### config.mk
export PLATFORM = sky130hd
export DESIGN_NAME = inst_rom_arbiter
export DESIGN_NICKNAME = d
export VERILOG_FILES = /design/src/rtl/inst_rom_arbiter_pkg.sv /design/src/rtl/inst_rom_arbiter_arb_starve_counter.sv /design/src/rtl/inst_rom_arbiter.sv
export SDC_FILE = /design/constraint.sdc
export NUM_CORES = 1
export LEC_CHECK = 0
export ABC_AREA = 1
export BUFFER_PORTS_ARGS = -buffer_cell sky130_fd_sc_hd__buf_2
export CORE_ASPECT_RATIO = 0.7
export CORE_MARGIN = 3
export CORE_UTILIZATION = 46
export DETAILED_ROUTE_END_ITERATION = 6
export PLACE_DENSITY = 0.81
export SYNTH_ARGS = -nofsm -noshare
export SYNTH_HDL_FRONTEND = slang
export SYNTH_SLANG_ARGS = --single-unit
export TNS_END_PERCENT = 50
### constraint.sdc
create_clock -name clk -period 2.6 [get_ports clk]
set_input_delay 0.52 -clock clk [delete_from_list [all_inputs] [get_ports clk]]
set_output_delay 0.52 -clock clk [all_outputs]
set_load 0.02 [all_outputs]
### src/rtl/inst_rom_arbiter_pkg.sv
// Shared constants and helpers for the instruction-ROM arbiter and its
// future data-memory sibling.
package inst_rom_arbiter_pkg;

    localparam int          INST_ADDR_W    = 32;
    localparam int          INST_W         = 32;
    localparam int          DEFAULT_ADDR_W = 9;

    localparam logic [INST_W-1:0] ZERO_WORD    = 32'h0;
    localparam logic              CHIP_ENABLE  = 1'b1;
    localparam logic              CHIP_DISABLE = 1'b0;

    // A byte address is unusable when it is not word aligned or when it
    // points past the last word of a 2**aw-word ROM.
    function automatic logic addr_bad(input logic [INST_ADDR_W-1:0] addr,
                                      input int                     aw);
        logic [INST_ADDR_W-1:0] w_hi;
        w_hi     = addr >> (aw + 2);
        addr_bad = (addr[1:0] != 2'b00) || (w_hi != '0);
    endfunction

endpackage

### src/rtl/inst_rom_arbiter_arb_starve_counter.sv
// Saturating wait counter with clear; at_max flags that the waiting
// requester has been refused long enough and must win next.
module arb_starve_counter #(
    parameter int MAX_WAIT = 4
) (
    input  logic clk,
    input  logic rst,
    input  logic i_inc,
    input  logic i_clr,
    output logic o_at_max
);

    localparam int CNT_W = (MAX_WAIT > 0) ? $clog2(MAX_WAIT + 1) : 1;
    localparam logic [CNT_W-1:0] CNT_MAX = CNT_W'(MAX_WAIT);

    logic [CNT_W-1:0] r_count;

    // Clear has priority over increment; increments stop at the limit.
    always_ff @(posedge clk or negedge rst) begin
        if (!rst) begin
            r_count <= '0;
        end else if (i_clr) begin
            r_count <= '0;
        end else if (i_inc && (r_count != CNT_MAX)) begin
            r_count <= r_count + 1'b1;
        end
    end

    assign o_at_max = (r_count == CNT_MAX);

endmodule

### src/rtl/inst_rom_arbiter.sv
// Two-port arbiter in front of a combinational instruction ROM: fetch has
// fixed priority, debug is forced through after a bounded wait, and the
// ROM word comes back one cycle after the grant.
module inst_rom_arbiter
    import inst_rom_arbiter_pkg::*;
#(
    parameter int ADDR_W   = DEFAULT_ADDR_W,
    parameter int MAX_WAIT = 4
) (
    input  logic                   clk,
    input  logic                   rst,
    input  logic                   if_req,
    input  logic [INST_ADDR_W-1:0] if_addr,
    output logic                   if_gnt,
    output logic                   if_rvalid,
    output logic [INST_W-1:0]      if_rdata,
    output logic                   if_err,
    input  logic                   dbg_req,
    input  logic [INST_ADDR_W-1:0] dbg_addr,
    output logic                   dbg_gnt,
    output logic                   dbg_rvalid,
    output logic [INST_W-1:0]      dbg_rdata,
    output logic                   dbg_err,
    output logic                   rom_ce,
    output logic [INST_ADDR_W-1:0] rom_addr,
    input  logic [INST_W-1:0]      rom_inst
);

    logic                   w_force_dbg;
    logic                   w_at_max;
    logic                   w_if_gnt;
    logic                   w_dbg_gnt;
    logic                   w_any_gnt;
    logic [INST_ADDR_W-1:0] w_sel_addr;
    logic                   w_bad;
    logic                   w_rom_ce;
    logic [INST_W-1:0]      w_resp_data;

    logic                   r_if_rvalid;
    logic [INST_W-1:0]      r_if_rdata;
    logic                   r_if_err;
    logic                   r_dbg_rvalid;
    logic [INST_W-1:0]      r_dbg_rdata;
    logic                   r_dbg_err;

    // Counts how long a pending debug request has been refused.
    arb_starve_counter #(
        .MAX_WAIT (MAX_WAIT)
    ) u_starve (
        .clk      (clk),
        .rst      (rst),
        .i_inc    (dbg_req && !w_dbg_gnt),
        .i_clr    (!dbg_req || w_dbg_gnt),
        .o_at_max (w_at_max)
    );

    // Grant selection; both grants are held low while reset is asserted.
    always_comb begin
        w_force_dbg = dbg_req && w_at_max;
        w_dbg_gnt   = rst && dbg_req && (!if_req || w_force_dbg);
        w_if_gnt    = rst && if_req && !w_dbg_gnt;
        w_any_gnt   = w_if_gnt || w_dbg_gnt;
    end

    // Route the granted address to the ROM unless it is misaligned or out of range.
    always_comb begin
        w_sel_addr  = w_dbg_gnt ? dbg_addr : if_addr;
        w_bad       = addr_bad(w_sel_addr, ADDR_W);
        w_rom_ce    = (w_any_gnt && !w_bad) ? CHIP_ENABLE : CHIP_DISABLE;
        w_resp_data = w_bad ? ZERO_WORD : rom_inst;
    end

    assign if_gnt   = w_if_gnt;
    assign dbg_gnt  = w_dbg_gnt;
    assign rom_ce   = w_rom_ce;
    assign rom_addr = w_rom_ce ? w_sel_addr : ZERO_WORD;

    // Capture the ROM word at the end of the grant cycle; the idle port keeps its last data.
    always_ff @(posedge clk or negedge rst) begin
        if (!rst) begin
            r_if_rvalid  <= 1'b0;
            r_if_rdata   <= ZERO_WORD;
            r_if_err     <= 1'b0;
            r_dbg_rvalid <= 1'b0;
            r_dbg_rdata  <= ZERO_WORD;
            r_dbg_err    <= 1'b0;
        end else begin
            r_if_rvalid  <= w_if_gnt;
            r_dbg_rvalid <= w_dbg_gnt;
            if (w_if_gnt) begin
                r_if_rdata <= w_resp_data;
                r_if_err   <= w_bad;
            end
            if (w_dbg_gnt) begin
                r_dbg_rdata <= w_resp_data;
                r_dbg_err   <= w_bad;
            end
        end
    end

    assign if_rvalid  = r_if_rvalid;
    assign if_rdata   = r_if_rdata;
    assign if_err     = r_if_err;
    assign dbg_rvalid = r_dbg_rvalid;
    assign dbg_rdata  = r_dbg_rdata;
    assign dbg_err    = r_dbg_err;

endmodule

==> flow_summary.ini <==
[cts]
clockBufferDepth = 2
cts_buffers = 9
clkTransAtPathRegs_ns = 0.06
holdBufCountCts = 0
clkSinkCount = 71
cts_root_buf = clkbuf_16
cts-htree-levels = 3
cts_tree = built
insertion_delay_ns = 0.33

[hold_path]
min_path_type = in -> async

[die]
rows = 27
start_util = 0.481
coreArea_sq_um = 8010
dieArea_sq_um = 9530
io_pins = 203
fp.dieH_um = 82.6
die_w_um = 115

[synth]
synth_fa_ha_area_frac = 0.00649
ys_seq_elements = 71
synth_compound_area_frac = 0.00389
netlist_area_sq_um = 3850
synth_top_area_share = 0.461
synth_area_leaders = dfrtp_1, nand2_1, nand4_1, buf_4, buf_6
synth_top_family_by_area = simple AND/OR/NAND/NOR gates
synth-simple-area-share = 0.396
muxShareOfSynthArea = 0
yosysWarnings = 0
yosysTopAreaCell = dfrtp_1
syn-instance-count = 495
synth_cell_types = 25
syn_area_per_cell_sq_um = 7.79
synthXorXnorAreaFrac = 0.00454
yosysSeqAreaShare = 0.461

[timing]
fin_ws_ns = -0.210
relSlewSlack = 0.556
setup_violations = 10
rsz0062_at_grt = yes
timing.fmax_ghz = 0.356
setup_tns_ns = -1.90
tightest_slew_ns = 0.666
slew_violations = 0
clock_skew_ns = 0.00977
hold_viol_final = 0
period_needed_ns = 2.81
finalCritPeriodShare = 1.08

[power_and_ir_drop]
pwr-share-comb = 0.159
power_density_nw_per_um2 = 501
pwr-share-seq = 0.422
internal_power_mw = 1.94
p_leak_nw = 3.27
power_frac_clock = 0.420
p_sw_mw = 0.736
switching_share = 0.275
vdd.ir_drop.worst_uv = 373

[global_routing]
grt_pass1_wl_um = 18400
antenna_found_initial = 0
grt_pass1_vias = 3773
grtUsageTotal = 0.247
grt_max_degree = 66
grt-ovfl-total = 0

[place]
portBuffers = 179
hpwl_um = 8440
placed_area_sq_um = 4780
routabilityCongestion = 0.841

[worst_setup_path]
required_ns = 2.08
cp-start-kind = flip-flop
r2r_cells = 15
endpoint_kind = output pin
path_class = reg -> out
arrival_ns = 2.29
cp_max_fo = 9

[outcome]
violations = setup timing
outcome = complete, but fails checks

[layout]
drive_gt1_frac = 0.376
area_delta_synth_final_pct = 38.6
nets = 783
finish.instance_area_sq_um = 5340
layout_common_cells = nand2_1, buf_2, dfrtp_1, nand4_1
layout_commonest_cell = nand2_1
antenna_cells = 0

[run]
cap_violations = 0

[routing]
wl_per_cell_um = 15.4
drt_pre_antenna_iters = 5
ant_nets = 0
first_iter_violations = 273
vias = 4119
drc = 0
routed_wirelength_um = 12100
viasPerCell = 5.23
==> power groups by stage <==
stage | sequential [mW] | combinational [mW] | clock [mW]
6_report | 1.13 | 0.425 | 1.12
5_1_grt | 1.13 | 0.464 | 1.21
4_1_cts | 1.13 | 0.388 | 1.14
3_5_place_dp | 1.15 | 0.355 | 0
3_3_place_gp | 1.15 | 0.343 | 0
2_1_floorplan | 1.16 | 0.200 | 0
==> logic make-up (layout without fill, tap and decap cells) <==
kind of cell,Yosys count,in the layout
AO/OA/AOI/OAI,3,3
XOR/XNOR,2,2
adder cells (fa/ha/maj),2,2
buffers and inverters,82,250
flip-flops,71,71
other,1,23
AND/OR/NAND/NOR,334,335
==> layer usage <==
layer  global-route usage  vias to the layer above  part of all wire
li1                     -                     1928                 -
met1                0.314                     1946              0.40
met2                0.410                      212              0.48
met3               0.0699                       33             0.091
met4               0.0809                        0             0.024
met5                    0                        -                 0
==> metrics by stage <==
stage / hold WS, ns / setup slack, ns / instances / total power [mW] / util
6_report: 0.254 / -0.210 / 787 / 2.68 / 0.667
5_1_grt: 0.272 / -0.351 / 787 / 2.80 / 0.667
4_1_cts: 0.261 / -0.161 / 782 / 2.66 / 0.649
3_5_place_dp: 0.461 / 0.0412 / 762 / 1.50 / 0.597
3_3_place_gp: 0.457 / 0.0948 / 762 / 1.49 / 0.597
2_1_floorplan: 0.224 / 0.0402 / 517 / 1.35 / -
==> repair_timing <==
action / in CTS / in global routing
endpoints found under the setup margin: 12 / 21
cloned: 1 / 3
gates resized for setup: 31 / 15
pin swaps: 3 / 1
setup buffers: 3 / 2
==> path summary, 6_finish.rpt <==
| kind | startpoint | to | slack (ns) |
|---|---|---|---|
| worst max-delay path | u_starve.r_count[0] | rom_addr[9] | -0.21 |
| worst min-delay path | rst | if_rdata[5] | 0.25 |
| worst max register to register | u_starve.r_count[0] | if_err | 0.08 |
| worst min register to register | dbg_rdata[26] | dbg_rdata[26] | 0.47 |
| max in group asynchronous | rst | if_rvalid | 1.46 |
| min in group clk | rom_inst[12] | if_rdata[12] | 0.45 |
==> registers in the layout, indices dropped and copies added, names as in the netlist <==
| name | flops |
|---|---|
| if_rvalid | 1 |
| if_err | 1 |
| dbg_err | 1 |
| dbg_rvalid | 1 |
| if_rdata | 32 |
| dbg_rdata | 32 |
| u_starve.r_count | 3 |
==> critical path, cell delays in order (launching register included) <==
cell and delay, ns:
dfrtp_1 0.39, inv_2 0.09, ha_4 0.15, nand2_4 0.07, nand2_8 0.10, nand2_8 0.08, buf_12 0.15, nand2_2 0.05
nand2_2 0.05, nor2_2 0.12, nand3_2 0.14, nor2_4 0.18, nand3_4 0.13, nor2_2 0.13, buf_6 0.13
==> cell usage after synthesis (all sizes together) <==
cell type,instances
xor2,1
dfrtp,71
nand2,226
inv,25
buf,46
conb,1
nand3,14
or2,1
nand4,64
ha,2
clkbuf,11
nor2,22
xnor2,1
nand3b,7
a21oi,3
==> final cells by class <==
class,count,area [sq um]
Fill cell,678,2660
Sequential cell,71,1780
Multi-Input combinational cell,365,1780
Timing Repair Buffer,209,1300
Clock buffer,10,229
Tap cell,101,126
Inverter,25,93.8
Clock inverter,6,45.0
No activity file was read; power rests on OpenSTA's default activity.
